**config.mk**
```make
export PLATFORM = sky130hd
export DESIGN_NAME = tag_resolver
export DESIGN_NICKNAME = d
export VERILOG_FILES = /design/src/rtl/tag_resolver.sv
export SDC_FILE = /design/constraint.sdc
export NUM_CORES = 1
export LEC_CHECK = 0
export BUFFER_PORTS_ARGS = -buffer_cell sky130_fd_sc_hd__buf_4
export CORE_ASPECT_RATIO = 0.5
export CORE_MARGIN = 5
export CORE_UTILIZATION = 40
export DETAILED_ROUTE_END_ITERATION = 7
export GPL_ROUTABILITY_DRIVEN = 1
export GPL_TIMING_DRIVEN = 1
export MAX_ROUTING_LAYER = met4
export SLEW_MARGIN = 25
export SYNTH_ARGS = -nofsm -noshare
export SYNTH_HDL_FRONTEND = slang
export SYNTH_SLANG_ARGS = --single-unit
```
**constraint.sdc**
```tcl
create_clock -name clk -period 7.3 [get_ports clk]
set_clock_uncertainty 0.05 [all_clocks]
set_input_delay 0.73 -clock clk [delete_from_list [all_inputs] [get_ports clk]]
set_output_delay 0.73 -clock clk [all_outputs]
set_load 0.03 [all_outputs]
```
**src/rtl/tag_resolver.sv**
```systemverilog
// tag_resolver: snapshots a tag vector and emits set-bit indices lowest first; TAG_RESOLVER_COUNT_EN adds a popcount
module tag_resolver #(
  parameter int DATA_DEPTH = 128,
  parameter int ADDR_WIDTH = 7
) (
  input  logic                  clk,
  input  logic                  rst,
  input  logic [DATA_DEPTH-1:0] tag_in,
  input  logic                  tag_load,
  output logic                  busy,
  output logic                  row_valid,
  input  logic                  row_ready,
  output logic [ADDR_WIDTH-1:0] row_addr,
  output logic                  done,
  output logic                  any_match,
  output logic [ADDR_WIDTH:0]   match_count
);
  typedef enum logic [1:0] {IDLE, SCAN, DONE} state_t;
  state_t state;
  logic [DATA_DEPTH-1:0] pending, nxt;
  function automatic logic [ADDR_WIDTH-1:0] pe(input logic [DATA_DEPTH-1:0] v);
    pe = '0;
    for (int i = DATA_DEPTH - 1; i >= 0; i--)
      if (v[i]) pe = ADDR_WIDTH'(i);
  endfunction
  always_comb begin
    nxt = pending;
    nxt[row_addr] = 1'b0;
  end
  always_ff @(posedge clk) begin
    if (rst) begin
      state     <= IDLE;
      pending   <= '0;
      row_valid <= 1'b0;
      row_addr  <= '0;
      busy      <= 1'b0;
      done      <= 1'b0;
      any_match <= 1'b0;
    end else begin
      done <= 1'b0;
      case (state)
        IDLE: if (tag_load) begin
          pending   <= tag_in;
          row_addr  <= pe(tag_in);
          row_valid <= |tag_in;
          any_match <= |tag_in;
          busy      <= 1'b1;
          done      <= ~|tag_in;
          state     <= |tag_in ? SCAN : DONE;
        end
        SCAN: if (row_valid && row_ready) begin
          pending   <= nxt;
          row_addr  <= pe(nxt);
          row_valid <= |nxt;
          done      <= ~|nxt;
          state     <= |nxt ? SCAN : DONE;
        end
        default: begin
          busy  <= 1'b0;
          state <= IDLE;
        end
      endcase
    end
  end
`ifdef TAG_RESOLVER_COUNT_EN
  always_ff @(posedge clk) begin
    if (rst) match_count <= '0;
    else if (state == IDLE && tag_load) match_count <= (ADDR_WIDTH+1)'($countones(tag_in));
  end
`else
  assign match_count = '0;
`endif
endmodule

```
==> results of run 1 <==
[per-layer routing]
metal,up-vias,track usage [%],part of all wire [%]
met5,-,-,0
met4,0,9.006,2.5
met3,86,5.750,11
met2,785,44.59,42
met1,6069,44.58,45
li1,5910,-,-
[tightest hold or removal path: stages, from the launching register on]
cell     delay (ns)
dfxtp_1        0.31
nand2_1        0.05
a21oi_1        0.05
[worst paths after layout]
check                            from  cells after the start                 endpoint  slack, ns
max          row_addr[5]$_SDFFE_PP0P_                      9          done$_SDFF_PP0_       3.27
min           pending[3]$_SDFFE_PP0P_                      2  pending[3]$_SDFFE_PP0P_       0.40
max reg2reg  row_addr[5]$_SDFFE_PP0P_                      9          done$_SDFF_PP0_       3.27
min reg2reg   pending[3]$_SDFFE_PP0P_                      2  pending[3]$_SDFFE_PP0P_       0.40
[cell families (layout without fill, tap and decap cells)]
family,after synthesis,count (layout)
mux,5,5
other cells,1,9
buf+inv,145,220
simple gates,607,607
compound gates,636,636
flops,141,141
[per-stage QoR]
stage	hold slack, ns	area, sq um
4_1_cts	0.4032	12120
2_1_floorplan	0.3784	10330
3_3_place_gp	0.3869	11490
6_report	0.4029	12120
5_1_grt	0.4179	12120
3_5_place_dp	0.3939	11490
[report_power, final]
| group | switching, mW | total, mW | internal (mW) |
|---|---|---|---|
| Sequential | 0.0530 | 0.885 | 0.832 |
| Combinational | 0.497 | 0.757 | 0.260 |
| Clock | 0.375 | 0.971 | 0.596 |
| Total | 0.925 | 2.61 | 1.69 |
[flip-flops by register name, summed over array words and instances, names as in the netlist]
| register | flops |
|---|---|
| any_match | 1 |
| busy | 1 |
| done | 1 |
| pending | 128 |
| row_addr | 7 |
| row_valid | 1 |
| state | 2 |
[area by class of cell]
class | count | area (sq um) | area share (%)
Sequential cell | 141 | 2826 | 23.32
Timing Repair Buffer | 157 | 1179 | 9.722
Tap cell | 344 | 430.4 | 3.550
Inverter | 31 | 116.4 | 0.9599
Clock inverter | 11 | 163.9 | 1.352
Multi-Input combinational cell | 1256 | 6934 | 57.20
Clock buffer | 21 | 470.5 | 3.881
Antenna cell | 1 | 2.502 | 0.02064
[cells in the final DEF (no fill, tap or decap), types with 11 or more instances in the layout]
master       n
nand2_1    246
nor3_1      33
o31ai_1     11
inv_1       30
a21oi_1    153
o21ai_1     45
clkbuf_16   17
dfxtp_1    140
buf_4      157
a31oi_1     13
nand3_1     40
nor2_1     133
o21a_1      40
o21ai_0    165
a22oi_1     26
o221ai_1    31
o211ai_1    68
a211oi_1    27
nand4_1     46
nor4_1      37
==> results by group, run 1 <==
STA
  • Fin crit share: 55.15%
  • Final min period: 4.026 ns
  • Worst slew margin: 32.39%
  • Slew Limit Fails: 0
  • Setup slack after layout: 3.274 ns
  • RSZ-0062 raised after global routing: no
  • Worst-margin pin slew: 1.012 ns
  • Fmax: 0.2484 GHz
  • Final setup fails: 0
  • Fin. Hold Viols: 0
  • Sum Neg Setup Slack: 0 ns

Placement
  • Detail Placement HPWL: 32430 microns
  • Final Wtd Congestion: 0.9975
  • Buffers on Ports: 142
  • Place WS: 3.477 ns
  • Dpl cells: 1929

Global route
  • Gr ovfl total: 0
  • Pin count of the biggest net entering global routing: 84
  • First-pass GRT wire length: 69120 microns
  • Antenna violations before repair: 1
  • Vias in the first global route: 11570
  • Overall Global Routing Usage: 31.07%

Yosys
  • Mapped cell area: 10300 sq um
  • Yosys top cell by area: dfxtp_1
  • Sequential area share after synthesis: 27.41%
  • #FFs+latches synth: 141
  • Synth Area in Simple Gates: 27.95%
  • XOR/XNOR share of the synthesized area: 0%
  • Number of synthesized flops with an enable pin: 0
  • Main synth FF type: dfxtp_1
  • Syn Inst Count: 1535
  • Area fraction of the dominant cell type after synthesis: 27.41%
  • Top cells by count, synth: nand2_1 (246), o21ai_0 (165), a21oi_1 (154), dfxtp_1 (141), nor2_1 (135)
  • Yosys cell types: 60
  • Syn. warnings: 0
  • Post-synthesis mux area share: 0.4859%
  • Synth Area in Compound Gates: 38.30%
  • Most frequent cell after synthesis: nand2_1
  • Ys async rst share: 0%
  • Adder and majority gate portion of the synthesized area: 0%
  • Mapped Avg Cell Area: 6.710 sq um
  • Synth area leaders: dfxtp_1 (27%), nand2_1 (9.0%), o21ai_0 (8.0%), a21oi_1 (7.5%), o211ai_1 (5.0%)
  • Largest family of logic cells by synthesized area: compound AO/OA/AOI/OAI gates

Routing
  • WL final: 45120 microns
  • Remaining DRCs: 0
  • Final ANT Viol Nets: 0
  • Vias: 12850
  • DR iter-0 viols: 1904
  • Routed WL per cell: 23.00 microns
  • TritonRoute pass-1 iters: 6
  • Vias/cell: 6.549

Die
  • Core ar.: 25290 sq um
  • Std cell rows: 41
  • Die X: 236.9 microns
  • Die Ht: 123.5 microns
  • Initial Util: 40.73%
  • IO Pins: 151
  • Die area: 29250 sq um

CTS
  • CTS buffer count: 17
  • TritonCTS clock tree: built
  • # clock sinks: 141
  • Worst-Skew Late Latency: 0.46 ns
  • CTS H-tree lvls: 4
  • Post-cts hold buffer count: 0
  • Setup bufs post-CTS: 0
  • Clk buf depth: 2
  • Clk root buf: clkbuf_16
  • Reg clk slew, reported paths: 0.06 ns
  • Number of gates resized after cts: 0

Critical path
  • WS Path Type: register to register
  • Worst endpoint required time: 7.62 ns
  • Crit-path slowest cell: o21ai_0
  • Slowest stage delay, CP: 0.77 ns
  • CP max FO: 18
  • Cell mode on critical path: nand2_1
  • Cells along the critical path: nand4bb_1 -> o21ai_0 -> nand4_1 -> nor4_1 -> nand2_1 -> nor4_2 -> and3_1 -> nand2_1 -> a211oi_1
  • Worst Path Arrival: 4.34 ns
  • Crit path buffers/inverters: 0
  • Startpoint types: register
  • Worst path top cell family by delay: simple AND/OR/NAND/NOR gates
  • CP Capture Type: register

Layout
  • Area Overhead vs Synth: 17.70%
  • Nets: 1736
  • Final core utilization: 47.93%
  • Fraction of final layout cells sized beyond drive strength 1: 12.93%
  • Finished Layout Cells: 1962
  • Layout fillers: 2664

Power and ir drop
  • Power, Total: 2.612 mW
  • Peak supply drop: 0.0001844 V
  • Static Leakage: 4.373 nW
  • Power per cell area: 215.5 nW/um^2

Job
  • Max Cap Viol: 0

Run status
  • Status: finished, final reports clean

Hold path
  • Hold Crit Class: register to register
(Power assumes the default switching activity.)
==> run 2: changes to the inputs <==
==> constraint.sdc (replaced) <==
create_clock -name clk -period 4 [get_ports clk]
set_clock_uncertainty 0.05 [all_clocks]
set_input_delay 0.4 -clock clk [delete_from_list [all_inputs] [get_ports clk]]
set_output_delay 0.4 -clock clk [all_outputs]
set_load 0.03 [all_outputs]
==> run 2 against run 1 <==
Net effect:
- cell count increased by 3.3%
- via count is 2.9% higher
- non-clock buffer count grew 66
- global-route usage is 0.26 points higher
- hold slack lost 0.23 ns
- flip-flop and latch count stayed put
- core utilization up 1.9 points
- clock-buffer cell count fell by 1
- total power increased by 82%
- highest routed layer unchanged
- largest power group unchanged
==> results by group, run 2 (synthesized netlist as in run 1, its figures left out) <==
STA
  • Worst slew margin: 31.97% (-0.42 points)
  • Fin. Hold Viols: 0 (unchanged)
  • Sum Neg Setup Slack: 0 ns (unchanged)
  • Final setup fails: 0 (unchanged)
  • RSZ-0062 raised after global routing: no
  • Fin crit share: 92.61% (+37 points)
  • Fmax: 0.2699 GHz (+8.7%)
  • Slew Limit Fails: 0 (unchanged)
  • Final min period: 3.704 ns (-0.3214 ns)
  • Worst-margin pin slew: 1.018 ns (+0.006337 ns)

CTS
  • Setup bufs post-CTS: 0 (unchanged)
  • Clk root buf: clkbuf_16
  • # clock sinks: 141 (unchanged)
  • TritonCTS clock tree: built
  • CTS H-tree lvls: 4 (unchanged)
  • Worst-Skew Late Latency: 0.46 ns (about the same)
  • CTS buffer count: 17 (unchanged)
  • Number of gates resized after cts: 0 (unchanged)
  • Clk buf depth: 2 (unchanged)
  • Post-cts hold buffer count: 0 (unchanged)
  • Reg clk slew, reported paths: 0.07 ns (about the same)

Layout
  • Area of the multi-input gates: 6934 sq um (unchanged)
  • Top Registers: pending: 128 flops, row_addr: 7 flops, state: 2 flops
  • Fraction of final layout cells sized beyond drive strength 1: 16.28% (+3.4 points)
  • Area Overhead vs Synth: 22.32%
  • Layout fillers: 2549 (-4.3%)
  • ANT cells: 0 (-1)
  • Max FFs per register: 128 (unchanged)
  • Largest Register: pending
  • Storage cell area: 2826 sq um (unchanged)
  • Commonest non-fill, non-tap cell in the layout: nand2_1
  • Most frequent cells in the layout: nand2_1 (246), buf_4 (221), o21ai_0 (165), a21oi_1 (153), dfxtp_1 (140)
  • Nets: 1802 (+3.8%)

Die
  • Core ar.: 25290 sq um (unchanged)
  • Die Ht: 123.5 microns (unchanged)
  • Initial Util: 40.73% (unchanged)
  • Std cell rows: 41 (unchanged)
  • Die X: 236.9 microns (unchanged)
  • IO Pins: 151 (unchanged)
  • Die area: 29250 sq um (unchanged)

Critical path
  • Startpoint types: register
  • WS Path Type: register to register
  • Reg2Reg Launch Point: row_addr[6]$_SDFFE_PP0P_
  • Worst endpoint required time: 4.33 ns (-3.29 ns)
  • Critical Path Source: row_addr[6]$_SDFFE_PP0P_
  • CP Capture Type: register
  • CP max FO: 18 (unchanged)
  • Worst Path Arrival: 4.03 ns (-0.31 ns)
  • R2R setup slack: 0.30 ns (-2.98 ns)

Power and ir drop
  • Power, Total: 4.766 mW (+82%)
  • Peak supply drop: 0.0002983 V (+62%)
  • Static Leakage: 4.651 nW (+6.3%)
  • Power per cell area: 378.3 nW/um^2 (+76%)

Routing
  • Vias/cell: 6.524 (-0.38%)
  • Routed WL per cell: 22.71 microns (-1.3%)
  • Final ANT Viol Nets: 0 (unchanged)
  • TritonRoute pass-1 iters: 7 (+1)
  • Vias: 13230 (+2.9%)
  • WL final: 46030 microns (+2.0%)
  • DR iter-0 viols: 2002 (+5.1%)
  • Remaining DRCs: 0 (unchanged)

Placement
  • Buffers on Ports: 142 (unchanged)
  • Detail Placement HPWL: 33660 microns (+3.8%)
  • Final Wtd Congestion: 0.9823 (-1.5%)

Global route
  • Overall Global Routing Usage: 31.33% (+0.26 points)
  • Vias in the first global route: 12040 (+4.1%)
  • Antenna violations before repair: 0 (-1)
  • Gr ovfl total: 0 (unchanged)
  • First-pass GRT wire length: 69940 microns (+1.2%)
  • Pin count of the biggest net entering global routing: 151 (+80%)

Hold path
  • Hold Crit Class: input port to register
  • HP Start: tag_in[106]

Job
  • Max Cap Viol: 0 (unchanged)

Run status
  • Status: finished, final reports clean
-- run 2: worst paths after layout --
| path | end | cells after the start |
|---|---|---|
| min reg2reg | pending[50]$_SDFFE_PP0P_ | 2 |
| max reg2reg | state[1]$_SDFFE_PP0P_ | 9 |
| min | pending[106]$_SDFFE_PP0P_ | 3 |
| max | state[1]$_SDFFE_PP0P_ | 9 |
-- run 2: final cells by class --
class                   instances  area share, %
multi-input cells            1256          55.04
flip-flops and latches        141          22.44
repair buffers                223          13.49
clock buffers                  20          3.546
well taps                     344          3.416
clock inverters                12          1.152
inverters                      31         0.9236
-- run 2: critical path: stages (launching register included) --
cell      delay, ns
dfxtp_1        0.63
or4b_1         0.71
o21ai_1        0.38
nand4_1        0.27
nor4_1         0.42
nand3_1        0.25
nor4_2         0.37
and3_1         0.23
nand2_1        0.08
a211oi_1       0.23
-- run 2: layer usage --
layer	GRT usage, %	vias up	wire length [microns]
met2	45.68	799	19530
li1	-	6056	-
met1	44.37	6266	20480
met4	8.682	0	1176
met3	6.107	104	4846
met5	-	-	0
-- run 2: where the power goes --
part	switching (mW)	internal (mW)
clock	0.685	0.989
combinational	0.948	0.546
sequential	0.0819	1.52
-- run 2: per-stage QoR --
| step | util [%] | hold WS [ns] | instance area, sq um | worst slack, ns | std cells |
|---|---|---|---|---|---|
| CTS | 49.81 | 0.1593 | 12600 | 0.4010 | 2027 |
| detailed placement | 47.47 | 0.3926 | 12010 | 0.4185 | 1995 |
| finish | 49.81 | 0.1720 | 12600 | 0.2955 | 2027 |
| global placement | 47.47 | 0.3853 | 12010 | 0.5173 | 1995 |
| global route | 49.81 | 0.1875 | 12600 | 0.01857 | 2027 |
| floorplan | - | 0.3784 | 10330 | 0.9962 | 1542 |
==> run 3: changes to the inputs <==
--- a/config.mk
+++ b/config.mk
@@ -13,6 +13,7 @@
 export GPL_ROUTABILITY_DRIVEN = 1
 export GPL_TIMING_DRIVEN = 1
 export MAX_ROUTING_LAYER = met4
+export RECOVER_POWER = 100
 export SLEW_MARGIN = 25
 export SYNTH_ARGS = -nofsm -noshare
 export SYNTH_HDL_FRONTEND = slang
==> run 3 against run 2 <==
Net effect:
- the flow now finishes with violations (capacitance limit, slew limit)
- flip-flop and latch count unchanged
- non-clock buffer count unchanged
- sequential power about the same
- fmax decreased by 0.96%
- register-to-register slack got worse by 0.04 ns
- global-route usage unchanged
- hold slack got worse by 0.0031 ns
- critical path depth increased by 2
- largest power group unchanged
==> results by group, run 3 (synthesized netlist as in run 1, its figures left out) <==
Layout
  • Area Overhead vs Synth: 21.56%
  • Finished Layout Cells: 2027 (unchanged)
  • Top Registers: pending: 128 flops, row_addr: 7 flops, state: 2 flops
  • Largest Register: pending
  • ANT cells: 0 (unchanged)
  • Max FFs per register: 128 (unchanged)
  • Nets: 1802 (unchanged)
  • Final core utilization: 49.51% (-0.31 points)
  • Fraction of final layout cells sized beyond drive strength 1: 15.27% (-1.0 points)
  • Post-route design area: 12520 sq um (-0.62%)
  • Layout fillers: 2561 (+0.47%)
  • Commonest non-fill, non-tap cell in the layout: nand2_1
  • Most frequent cells in the layout: nand2_1 (246), buf_4 (207), o21ai_0 (165), a21oi_1 (154), dfxtp_1 (141)

Power and ir drop
  • Power per cell area: 380.5 nW/um^2 (+0.57%)
  • Peak supply drop: 0.0002976 V (-0.24%)
  • Static Leakage: 4.589 nW (-1.3%)
  • Power, Total: 4.764 mW (about the same)

Job
  • Max Cap Viol: 1 (+1)

Hold path
  • HP Start: tag_in[106]
  • Hold path depth: 3 (unchanged)
  • Hold Path End: pending[106]$_SDFFE_PP0P_
  • Hold Crit Class: input port to register

Critical path
  • Reg2reg end: done$_SDFF_PP0_
  • Crit-path slowest cell: o21ai_0
  • Startpoint types: register
  • Slowest stage delay, CP: 0.55 ns (-0.16 ns)
  • CP max FO: 11 (-7)
  • R2R setup slack: 0.26 ns (-0.04 ns)
  • Cells along the critical path: clkbuf_1 -> nand4bb_1 -> o21ai_0 -> nand4_1 -> nor4_2 -> buf_4 -> nand4_1 -> nor4_2 -> and3_1 -> nand2_1 -> a211oi_1
  • Worst endpoint required time: 4.32 ns (about the same)
  • WS Path Type: register to register
  • Worst Path Arrival: 4.06 ns (+0.03 ns)
  • CP Capture Type: register
  • Reg2Reg Launch Point: row_addr[3]$_SDFFE_PP0P_
  • Cells on worst reg2reg path: 11 (+2)

Placement
  • Dpl cells: 1995 (unchanged)
  • Detail Placement HPWL: 33660 microns (unchanged)
  • Buffers on Ports: 142 (unchanged)
  • Cell Area, Placed: 12010 sq um (unchanged)
  • Final Wtd Congestion: 0.9823 (unchanged)

CTS
  • Worst-Skew Late Latency: 0.47 ns (about the same)
  • Number of gates resized after cts: 0 (unchanged)
  • CTS H-tree lvls: 4 (unchanged)
  • CTS buffer count: 17 (unchanged)
  • Post-cts hold buffer count: 0 (unchanged)
  • Clk buf depth: 2 (unchanged)
  • Reg clk slew, reported paths: 0.06 ns (about the same)
  • Setup bufs post-CTS: 0 (unchanged)
  • # clock sinks: 141 (unchanged)
  • Clk root buf: clkbuf_16
  • TritonCTS clock tree: built

Routing
  • Final ANT Viol Nets: 0 (unchanged)
  • Routed WL per cell: 22.82 microns (+0.50%)
  • Vias/cell: 6.523 (about the same)
  • WL met2: 19610 microns (+0.41%)
  • Vias: 13220 (-0.023%)
  • Routed length on met1: 20430 microns (-0.23%)
  • WL final: 46260 microns (+0.50%)
  • TritonRoute pass-1 iters: 6 (-1)
  • Remaining DRCs: 0 (unchanged)
  • DR iter-0 viols: 2075 (+3.6%)
  • Top sig layer: met4
  • WL met3: 5134 microns (+5.9%)

Run status
  • Failing checks: capacitance limit, slew limit
  • Status: finished with violations

STA
  • Slew Limit Fails: 27 (+27)
  • Final min period: 3.740 ns (+0.03602 ns)
  • Fin crit share: 93.51% (+0.90 points)
  • Worst-margin pin slew: 1.559 ns (+0.5406 ns)
  • Worst slew margin: -3.910% (-36 points)
  • Final setup fails: 0 (unchanged)
  • Sum Neg Setup Slack: 0 ns (unchanged)
  • Fmax: 0.2673 GHz (-0.96%)
  • RSZ-0062 raised after global routing: no
  • Fin. Hold Viols: 0 (unchanged)

Die
  • Initial Util: 40.73% (unchanged)
  • Die area: 29250 sq um (unchanged)
  • Die Ht: 123.5 microns (unchanged)
  • Die X: 236.9 microns (unchanged)
  • Std cell rows: 41 (unchanged)
  • Core ar.: 25290 sq um (unchanged)
  • IO Pins: 151 (unchanged)

Global route
  • Gr ovfl total: 0 (unchanged)
  • First-pass GRT wire length: 69940 microns (unchanged)
  • Pin count of the biggest net entering global routing: 151 (unchanged)
  • Vias in the first global route: 12040 (unchanged)
  • Antenna violations before repair: 0 (unchanged)
  • Overall Global Routing Usage: 31.33% (unchanged)
==> run 3: cell types whose count changed in the layout (fill, tap and decap cells not counted), sizes merged <==
cell    change
buf        -14
clkbuf     +14
==> run 3: critical path: cells and delay by family, from the launching register on <==
kind	cells	cell delay, ns
flops	1	0.51
simple gates	7	1.79
compound gates	2	0.80
buf+inv	2	0.50
==> run 3: power breakdown <==
part	internal, mW	switching, mW	total, mW
sequential	1.52	0.0819	1.60
clock	0.989	0.692	1.68
combinational	0.534	0.949	1.48
==> run 3: cell type report <==
type	count	area, sq um	share of cell area, %
clock buffer	20	446.7	3.567
clock inverter	12	145.1	1.159
inverter	31	116.4	0.9293
multi-input combinational	1256	6922	55.28
sequential	141	2823	22.54
tap	344	430.4	3.438
timing repair buffer	223	1638	13.08
==> run 3: routing by layer <==
layer / GRT usage, % / up-vias
li1: - / 6040
met2: 45.68 / 809
met5: - / -
met3: 6.107 / 92
met4: 8.682 / 0
met1: 44.37 / 6281
==> run 3: metrics by stage <==
step                      worst slack [ns]  hold WS (ns)
after floorplan                     0.9962        0.3784
after global placement              0.5173        0.3853
after detailed placement            0.4185        0.3926
after CTS                           0.4010        0.1593
after global routing               0.02036        0.1875
final                               0.2595        0.1689
==> run 3: worst max-delay path by stage <==
stage,from,endpoint,slack (ns),cells past startpoint
floorplan,row_addr[3]$_SDFFE_PP0P_,done$_SDFF_PP0_,1.0,11
global placement,row_addr[6]$_SDFFE_PP0P_,state[1]$_SDFFE_PP0P_,0.52,9
detailed placement,row_addr[6]$_SDFFE_PP0P_,state[1]$_SDFFE_PP0P_,0.42,9
CTS,row_addr[6]$_SDFFE_PP0P_,state[1]$_SDFFE_PP0P_,0.40,9
global route,row_addr[6]$_SDFFE_PP0P_,done$_SDFF_PP0_,0.02,9
finish,row_addr[3]$_SDFFE_PP0P_,done$_SDFF_PP0_,0.26,11
